==> config.mk <==
export PLATFORM = sky130hd
export DESIGN_NAME = uart_reg_bridge
export DESIGN_NICKNAME = d
export VERILOG_FILES = /design/src/rtl/uart_reg_bridge.sv
export SDC_FILE = /design/constraint.sdc
export NUM_CORES = 1
export LEC_CHECK = 0
export ABC_AREA = 1
export CORE_UTILIZATION = 40
export CTS_CLUSTER_DIAMETER = 100
export CTS_CLUSTER_SIZE = 25
export DETAILED_ROUTE_END_ITERATION = 6
export GPL_TIMING_DRIVEN = 0
export PLACE_DENSITY_LB_ADDON = 0.05
export SLEW_MARGIN = 20
export SYNTH_ARGS = -nofsm -noshare
export SYNTH_HDL_FRONTEND = slang
export SYNTH_SLANG_ARGS = --single-unit
==> constraint.sdc <==
create_clock -name clk -period 1.6 [get_ports clk]
set_clock_uncertainty 0.05 [all_clocks]
set_input_delay 0.32 -clock clk [delete_from_list [all_inputs] [get_ports clk]]
set_output_delay 0.32 -clock clk [all_outputs]
set_load 0.02 [all_outputs]
==> src/rtl/uart_reg_bridge.sv <==
// uart_reg_bridge: byte-level peek/poke responder behind the uart block.
// 'W' addr data -> bus write + ACK, 'R' addr -> bus read + data, else NAK.
module uart_reg_bridge #(
    parameter int unsigned TIMEOUT_CYCLES = 1_200_000,
    parameter logic [7:0]  ACK_BYTE       = 8'h4B,
    parameter logic [7:0]  NAK_BYTE       = 8'h3F
) (
    input  logic       clk,
    input  logic       reset,
    input  logic [7:0] rx_data,
    input  logic       rx_valid,
    output logic [7:0] tx_data,
    output logic       tx_send,
    input  logic       tx_busy,
    output logic [7:0] bus_addr,
    output logic [7:0] bus_wdata,
    output logic       bus_we,
    output logic       bus_re,
    input  logic [7:0] bus_rdata
);
    localparam int unsigned CW = $clog2(TIMEOUT_CYCLES + 1);
    localparam logic [CW-1:0] CNT_LAST = CW'(TIMEOUT_CYCLES - 1);
    localparam logic [7:0] OP_WR = 8'h57;
    localparam logic [7:0] OP_RD = 8'h52;

    typedef enum logic [2:0] {
        IDLE,
        GET_ADDR,
        GET_DATA,
        BUS_WR,
        BUS_RD,
        RD_CAP,
        TX_START,
        TX_WAIT
    } state_t;

    state_t        state_q, state_d;
    logic          op_wr_q, op_wr_d;
    logic          nak_hold_q, nak_hold_d;
    logic [CW-1:0] cnt_q, cnt_d;
    logic [7:0]    resp_q, resp_d;
    logic [7:0]    addr_q, addr_d;
    logic [7:0]    wdata_q, wdata_d;
    logic          we_q, we_d;
    logic          re_q, re_d;

    always_comb begin
        state_d    = state_q;
        op_wr_d    = op_wr_q;
        nak_hold_d = 1'b0;
        cnt_d      = cnt_q;
        resp_d     = resp_q;
        addr_d     = addr_q;
        wdata_d    = wdata_q;
        we_d       = 1'b0;
        re_d       = 1'b0;
        unique case (state_q)
            IDLE: begin
                cnt_d = '0;
                if (rx_valid) begin
                    if (rx_data == OP_WR || rx_data == OP_RD) begin
                        op_wr_d = (rx_data == OP_WR);
                        state_d = GET_ADDR;
                    end else begin
                        // NAK is loaded this cycle and goes out one later
                        resp_d     = NAK_BYTE;
                        nak_hold_d = 1'b1;
                        state_d    = TX_START;
                    end
                end
            end
            GET_ADDR: begin
                cnt_d = cnt_q + CW'(1);
                if (rx_valid) begin
                    cnt_d  = '0;
                    addr_d = rx_data;
                    if (op_wr_q) begin
                        state_d = GET_DATA;
                    end else begin
                        re_d    = 1'b1;
                        state_d = BUS_RD;
                    end
                end else if (cnt_q == CNT_LAST) begin
                    state_d = IDLE;
                end
            end
            GET_DATA: begin
                cnt_d = cnt_q + CW'(1);
                if (rx_valid) begin
                    cnt_d   = '0;
                    wdata_d = rx_data;
                    we_d    = 1'b1;
                    state_d = BUS_WR;
                end else if (cnt_q == CNT_LAST) begin
                    state_d = IDLE;
                end
            end
            BUS_WR: begin
                resp_d  = ACK_BYTE;
                state_d = TX_START;
            end
            BUS_RD: begin
                state_d = RD_CAP;
            end
            RD_CAP: begin
                resp_d  = bus_rdata;
                state_d = TX_START;
            end
            TX_START: begin
                if (!nak_hold_q && !tx_busy) begin
                    state_d = TX_WAIT;
                end
            end
            TX_WAIT: begin
                // busy must be seen before accepting a new command
                if (tx_busy) begin
                    state_d = IDLE;
                end
            end
            default: begin
                state_d = IDLE;
            end
        endcase
    end

    always_ff @(posedge clk) begin
        if (reset) begin
            state_q    <= IDLE;
            op_wr_q    <= 1'b0;
            nak_hold_q <= 1'b0;
            cnt_q      <= '0;
            resp_q     <= 8'h00;
            addr_q     <= 8'h00;
            wdata_q    <= 8'h00;
            we_q       <= 1'b0;
            re_q       <= 1'b0;
        end else begin
            state_q    <= state_d;
            op_wr_q    <= op_wr_d;
            nak_hold_q <= nak_hold_d;
            cnt_q      <= cnt_d;
            resp_q     <= resp_d;
            addr_q     <= addr_d;
            wdata_q    <= wdata_d;
            we_q       <= we_d;
            re_q       <= re_d;
        end
    end

    assign tx_data   = resp_q;
    assign tx_send   = (state_q == TX_START) && !nak_hold_q && !tx_busy;
    assign bus_addr  = addr_q;
    assign bus_wdata = wdata_q;
    assign bus_we    = we_q;
    assign bus_re    = re_q;

endmodule

# Yosys cells after proc, flatten, opt, wreduce, memory -nomap -nowiden
# Cells that the tools add are included.
dict set report totals {
  regBits 52
  word_cells 64
  in_bits 20
  out_inout_bits 27
}
dict set report op_classes {
  eq_ne 14
  n_addsub 1
  reduce_logical 19
  n_bitwise 4
  n_mux 17
}
# op count
set ops {}
lappend ops {{one-hot mux 21 bit (2 select lines)} 1}
lappend ops {{two-way mux 3 bit} 8}
lappend ops {{one-hot mux 8 bit (3 select lines)} 1}
lappend ops {{adder 21 x 1 -> 21 bit (second input constant)} 1}
lappend ops {{== test 21 bit (second input constant)} 1}
lappend ops {{two-way mux 21 bit} 1}
lappend ops {{one-hot mux 3 bit (7 select lines)} 1}
lappend ops {{== test 8 x 7 -> 1 bit (second input constant)} 2}
lappend ops {{two-way mux 8 bit} 2}
lappend ops {{== test 3 bit (second input constant)} 4}
lappend ops {{AND reduction 3 bit} 3}
lappend ops {{!= test 2 bit (second input constant)} 4}
lappend ops {{== test 3 x 2 -> 1 bit (second input constant)} 2}
lappend ops {{OR reduction 2 bit} 3}
lappend ops {{OR reduction 3 bit} 2}
lappend ops {{NOT 1 bit} 4}
lappend ops {{AND reduction 2 bit} 2}
lappend ops {{== test 3 x 1 -> 1 bit (second input constant)} 1}
lappend ops {{logical AND 1 bit} 3}
lappend ops {{logical NOT 3 bit} 1}
lappend ops {{two-way mux 1 bit} 3}
lappend ops {{nonzero test 3 bit} 1}
lappend ops {{logical NOT 1 bit} 2}
lappend ops {{nonzero test 2 bit} 1}
lappend ops {{logical OR 1 bit} 1}

# Longest topological paths before layout
# Gate-level depths: netlist of the first run.
dict set report logic_depth {
  ltp_word 5
  ltp_mapped 11
  mapped_depth_nobuf 11
}

# Least setup slack after synthesis of the first run
# OpenSTA, ideal clock, no wires.
dict set report synth_timing {
  kind {flip-flop to output port}
  from {register state_q[1]}
  to {output port tx_send}
  stages_incl_launch_ff 4
  required_time_ps 1230
  t_arrival_ps 1224
  n_path_buf 0
  slack_ps 6
  cell_sequence {dfxtp_1 > inv_1 > nor3_2 > nor3b_1}
}
dict set report synth_via {
  elab_chain_cells 3
}
# element line
set synth_rtl {}
lappend synth_rtl {{start: declaration} 37} ;# state_t state_q, state_d;
lappend synth_rtl {{start signal: assignment} 138} ;# state_q <= state_d;
lappend synth_rtl {{== test 3 bit} 151} ;# assign tx_send = (state_q == TX_START) && !nak_hold_q && !tx_busy;
lappend synth_rtl {{logical AND 1 bit (2 in series)} 151}
lappend synth_rtl {{end: declaration} 13} ;# output logic tx_send,
# No other way between the ends.

# Final worst setup path of the first run
# Ends and elaborated chain as after synthesis.

==> metrics.cfg, run 1 <==
[run_status]
run_status = complete, but fails checks
violations = negative setup slack

[worst_setup_path]
r2r_slack_ps = 80
cp_num_buf_inv = 2
worstPathArrival_ps = 1240
ff2ff_path_depth = 8
critPathTopFamily = flip-flops
cp_slowest_stage_delay_ps = 370
cp_cell_sequence = inv_2 -> nor3_4 -> nor3b_2 -> buf_4
worstSetupEndpointType = output port
timing.rr.start = cnt_q[1]$_SDFFE_PP0P_
cp-start-kind = flop
slowest_stage = dfxtp_4
required_ps = 1230
r2r_end = cnt_q[10]$_SDFFE_PP0P_
crit_type = reg2out
path_max_fanout = 4

[hold_path]
min_from = rx_data[6]
min_path_cells = 3
min_to = bus_addr[6]$_SDFFE_PP0P_
hp-class = in2reg

[detailed_routing]
drtPass1Iterations = 5
wl_per_cell_microns = 12.0
drtIter0Drc = 96
antenna_left = 0
wl_mm = 5.89
drc_errors = 0
vias = 2388
routed_via_density = 4.86

[synth]
async_flop_share_pct = 0
ys.flop_type = dfxtp_1
yosysUniqueCellTypes = 35
synthesis.area_sq_um = 2490
yosysWarningCount = 0
synth_most_common_cell = nor2_1
synth_top_cell_by_area = dfxtp_1
synth.top_cell.area_share_pct = 41.8
ys_seq_area_share_pct = 41.8
synthCells = 352
syn_nets = 373
syn_avg_cell_area_sq_um = 7.07
synth_edf_count = 0
synthTopCellsByCount = nor2_1, inv_1, dfxtp_1, nand2_1, o21ai_0
ys_ff_latch = 52
synth_top_cells_by_area = dfxtp_1, nor2_1, inv_1, nand2_1, o21ai_0

[clocking]
cts_root_buf = clkbuf_8
cts_hold_buffers = 0
cts_tree = done
cts.sinks = 52
cts_buffers = 5
cts_htree_levels = 2
clk_latency_ps = 300
cts_buffer_depth = 2
clk_pin_slew_worst_paths_ps = 90

[floorplanning]
die_w_microns = 80.9
io_pins = 47
fp-row-count = 28
core_sq_um = 5960
dieHeight_microns = 80.9
die-area_sq_um = 6540
start_util_pct = 41.8

[sta]
finalHoldViolations = 0
slew_violations = 0
rsz0062_at_grt = true
max_slew_margin_pct = 67.9
setup_viol = 1
worst_slew_pin_slew_ps = 482
whs_ps = 279
fin_crit_ps = 1610
fmax_mhz = 620
finalCritPeriodShare_pct = 101
final.setup.worst_slack_ps = -11.6

[power]
peakVddDrop_uv = 635
powerDensity_nw_per_um2 = 1210
total_power_mw = 4.08
leakage_nw = 1.54

[placed_design]
io_buffer_count = 45
hpwl_mm = 4.32
routabilityCongestion = 0.856
dp_slack_ps = -421
dp.cells = 472

[grt]
grt_max_degree = 16
first_global_vias = 2187
grtUsageTotal_pct = 19.0
gr-total-overflow = 0
antenna_found_initial = 0
grt_first_pass_wirelength_mm = 9.74

[finish]
area_growth_pct = 35.1
instances_no_fill = 491
num-fill-cells = 604
layout-drive-gt1-share_pct = 19.5
nets = 436
n_antenna_cell = 0

[flow_run]
maxCapViolCount = 0

## report_power, final
part           switching [mW]  internal [mW]  leakage (nW)
clock                   0.416          0.352        0.0445
combinational            1.05          0.589          1.07
sequential              0.147           1.52         0.428
## kinds of logic (layout without fill, tap and decap cells)
group           count (synthesis)  in the layout  synth area share [%]
buf+inv                        64            128                  10.0
flops                          52             52                  41.8
compound gates                 68             68                  15.1
fa+ha+maj                       1              1                 0.502
simple gates                  165            165                  31.9
xor+xnor                        2              2                 0.704
## stage by stage
stage | setup TNS, ps | util, % | cell area (sq um)
2_1_floorplan | 0 | - | 2490
3_3_place_gp | -9570 | 50.9 | 3030
3_5_place_dp | -9600 | 50.9 | 3030
4_1_cts | -50.4 | 53.5 | 3190
5_1_grt | -143 | 56.5 | 3360
6_report | -11.6 | 56.5 | 3360
## worst max-delay path by stage
| stage | endpoint | startpoint | slack [ps] | cells after the start |
|---|---|---|---|---|
| 2_1_floorplan | tx_send | state_q[1]$_SDFFE_PP0P_ | 6 | 3 |
| 3_3_place_gp | tx_data[3]$_SDFFE_PP0P_ | rx_data[6] | -430 | 8 |
| 3_5_place_dp | tx_data[0]$_SDFFE_PP0P_ | rx_data[6] | -420 | 8 |
| 4_1_cts | tx_send | state_q[2]$_SDFFE_PP0P_ | -40 | 4 |
| 5_1_grt | tx_send | state_q[1]$_SDFFE_PP0P_ | -90 | 4 |
| 6_report | tx_send | state_q[1]$_SDFFE_PP0P_ | -10 | 4 |
## flip-flops by register name, indices dropped and copies added, names as in the netlist, 3 cells and up
register,count
bus_wdata,8
cnt_q,21
bus_addr,8
state_q,3
tx_data,8
## routing by layer
metal,global-route usage [%],up-vias,part of all wire [%]
li1,-,1253,-
met4,4.82,0,1.3
met3,3.60,10,3.6
met2,33.3,55,49
met1,23.6,1070,47
met5,0,-,0
## layout by cell type (no fill, tap or decap), drive strengths merged
cell type      instances
xor2                   2
nand3                 19
dfxtp                 52
a31oi                  1
nand2                 59
nand4                  6
nor3                   8
dlymetal6s2s           4
ha                     1
a21oi                 27
a211oi                 3
nor2                  68
a22oi                  1
or2                    1
o21a                   2
clkbuf                10
and3                   2
o221a                  1
dlygate4sd2           26
buf                   15
clkdlybuf4s50         14
o21ai                 33
inv                   58
nor3b                  2
clkinvlp               1
## timing repair
action | 4_1_cts | 5_1_grt
endpoints found under the setup margin | 37 | 34
pin swaps | 4 | 13
buffers inserted | 4 | 7
resized for setup | 50 | 36
cloned | 0 | 0
## layout make-up
cell class	instances	area, sq um	share of cell area (%)
Buffer	6	26.3	0.781
Clock buffer	7	86.3	2.57
Clock inverter	1	7.51	0.223
Inverter	58	225	6.70
Multi-Input combinational cell	236	1350	40.1
Sequential cell	52	1070	31.7
Tap cell	75	93.8	2.79
Timing Repair Buffer	56	508	15.1
## tightest hold or removal path, cell delays in order
cell and delay, ps:
dlymetal6s2s_1 120, nor2_1 60, nor2_1 90
No activity file was read; power rests on OpenSTA's default activity.
==> run 2: changes to the inputs <==
--- a/config.mk
+++ b/config.mk
@@ -11,7 +11,7 @@
 export CTS_CLUSTER_SIZE = 25
 export DETAILED_ROUTE_END_ITERATION = 6
 export GPL_TIMING_DRIVEN = 0
-export PLACE_DENSITY_LB_ADDON = 0.05
+export PLACE_DENSITY = 0.7
 export SLEW_MARGIN = 20
 export SYNTH_ARGS = -nofsm -noshare
 export SYNTH_HDL_FRONTEND = slang
==> run 2 against run 1 <==
  * Flip-flop and latch count stayed put
  * The run still ends with negative setup slack left
  * Maximum frequency is 0.46% higher
  * Global-route usage is 0.098 points higher
  * Via count is 1.9% lower
  * Largest cell class unchanged
  * Critical path type unchanged
  * Critical endpoint unchanged
==> metrics.cfg, run 2 (same netlist as run 1, synthesis figures left out) <==
[run_status]
run_status = complete, but fails checks
violations = negative setup slack

[sta]
slew_violations = 0
setup_viol = 1
finalCritPeriodShare_pct = 100
rsz0062_at_grt = true
tns_ps = -4.22
worst_slew_pin_slew_ps = 494
fmax_mhz = 623
finalHoldViolations = 0
final.setup.worst_slack_ps = -4.22
max_slew_margin_pct = 67.1
fin_crit_ps = 1600
whs_ps = 270

[detailed_routing]
drc_errors = 0
wl_mm = 5.82
drtIter0Drc = 147
drtPass1Iterations = 4
wl_per_cell_microns = 11.8
routed_via_density = 4.76
antenna_left = 0
vias = 2343

[finish]
largest-register = cnt_q
largest_register_ffs = 21
area_growth_pct = 35.2
final_common_cell = nor2_1
n_antenna_cell = 0
nets = 437
layout-drive-gt1-share_pct = 19.9
instances_no_fill = 492
num-fill-cells = 580
final_cell_mix = nor2_1, inv_1, nand2_1

[clocking]
cts_hold_buffers = 0
cts_root_buf = clkbuf_8
clk_pin_slew_worst_paths_ps = 100
cts_tree = done
cts_htree_levels = 2
cts_buffer_depth = 2
clk_latency_ps = 310
cts_buffers = 5
cts.sinks = 52

[grt]
first_global_vias = 2170
use_met2_pct = 34.0
grt_max_degree = 19
antenna_found_initial = 0
grt_first_pass_wirelength_mm = 9.58
grtUsageMet3_pct = 4.61
grtUsageTotal_pct = 19.1
gr-total-overflow = 0
busiest_layer = met2
gr-usage-met1_pct = 22.2

[power]
leakage_nw = 1.49
powerDensity_nw_per_um2 = 1230
peakVddDrop_uv = 856

[placed_design]
dp.cells = 472
routabilityCongestion = 0.915
dp_slack_ps = -460
hpwl_mm = 4.25
io_buffer_count = 45

[floorplanning]
die-area_sq_um = 6540
fp-row-count = 28
die_w_microns = 80.9
dieHeight_microns = 80.9
core_sq_um = 5960
io_pins = 47
start_util_pct = 41.8

[worst_setup_path]
crit_type = reg2out
worstSetupEndpointType = output port
path_max_fanout = 5
cp-start-kind = flop
required_ps = 1230
crit_start = state_q[2]$_SDFFE_PP0P_
worstPathArrival_ps = 1230
endpoint = tx_send
ff2ff_path_depth = 10
r2r_slack_ps = 70
r2r_end = cnt_q[11]$_SDFFE_PP0P_
timing.rr.start = cnt_q[0]$_SDFFE_PP0P_

[hold_path]
hp-class = in2reg

[flow_run]
maxCapViolCount = 0

[run 2: changes by cell type in the layout (fill, tap and decap cells not counted), moves of 2 or more]
cell,previous run,this run
dfxtp_1,42,45
nor2_2,3,5
nor2_4,9,7
dfxtp_2,5,3
inv_6,1,5
[run 2: what timing repair did]
| action | in CTS | in global routing |
|---|---|---|
| setup buffers | 4 | 8 |
| pin swaps | 6 | 12 |
| endpoints found under the hold margin | 0 | 0 |
| resized for setup | 51 | 36 |
| endpoints found under the setup margin | 36 | 29 |
[run 2: worst max-delay path, cell delays in order (launching register included)]
cell and delay (ps):
dfxtp_4 400, inv_6 50, nor3_4 130, nor3b_2 180, buf_4 160
[run 2: worst min-delay path by stage]
stage                               from                         to  slack (ps)  cells after the start
4_1_cts        bus_wdata[4]$_SDFFE_PP0P_  bus_wdata[4]$_SDFFE_PP0P_         400                      2
3_5_place_dp   bus_wdata[7]$_SDFFE_PP0P_  bus_wdata[7]$_SDFFE_PP0P_         390                      2
6_report                      rx_data[4]   bus_addr[4]$_SDFFE_PP0P_         270                      3
2_1_floorplan       op_wr_q$_SDFFE_PP0P_          bus_re$_SDFF_PP0_         400                      1
3_3_place_gp   bus_wdata[7]$_SDFFE_PP0P_  bus_wdata[7]$_SDFFE_PP0P_         390                      2
5_1_grt                       rx_data[4]   bus_addr[4]$_SDFFE_PP0P_         290                      3
[run 2: metrics by stage]
stage                     util, %  area (sq um)  power (mW)
after global routing         56.5          3370        4.46
after CTS                    53.6          3190        4.03
after global placement       50.9          3030        3.24
after floorplan                 -          2490        2.67
final                        56.5          3370        4.15
after detailed placement     50.9          3030        3.26
[run 2: area by class of cell]
cell class	instances	area [sq um]	area share [%]
sequential	52	1060	31.5
clock inverter	3	25.0	0.743
inverter	58	235	6.99
buffer	6	26.3	0.780
multi-input combinational	236	1340	39.8
tap	75	93.8	2.79
timing repair buffer	57	519	15.4
clock buffer	5	68.8	2.04
[run 2: metal layers]
layer | routed length, microns | vias up
met5 | 0 | -
met4 | 68 | 0
met3 | 272 | 7
met2 | 2970 | 47
met1 | 2510 | 1033
li1 | - | 1256
[run 2: report_power, final]
group          internal, mW  leakage, nW  total (mW)  switching [mW]
sequential             1.53        0.427        1.67           0.147
clock                 0.320       0.0452       0.785           0.466
combinational         0.621         1.02        1.70            1.08
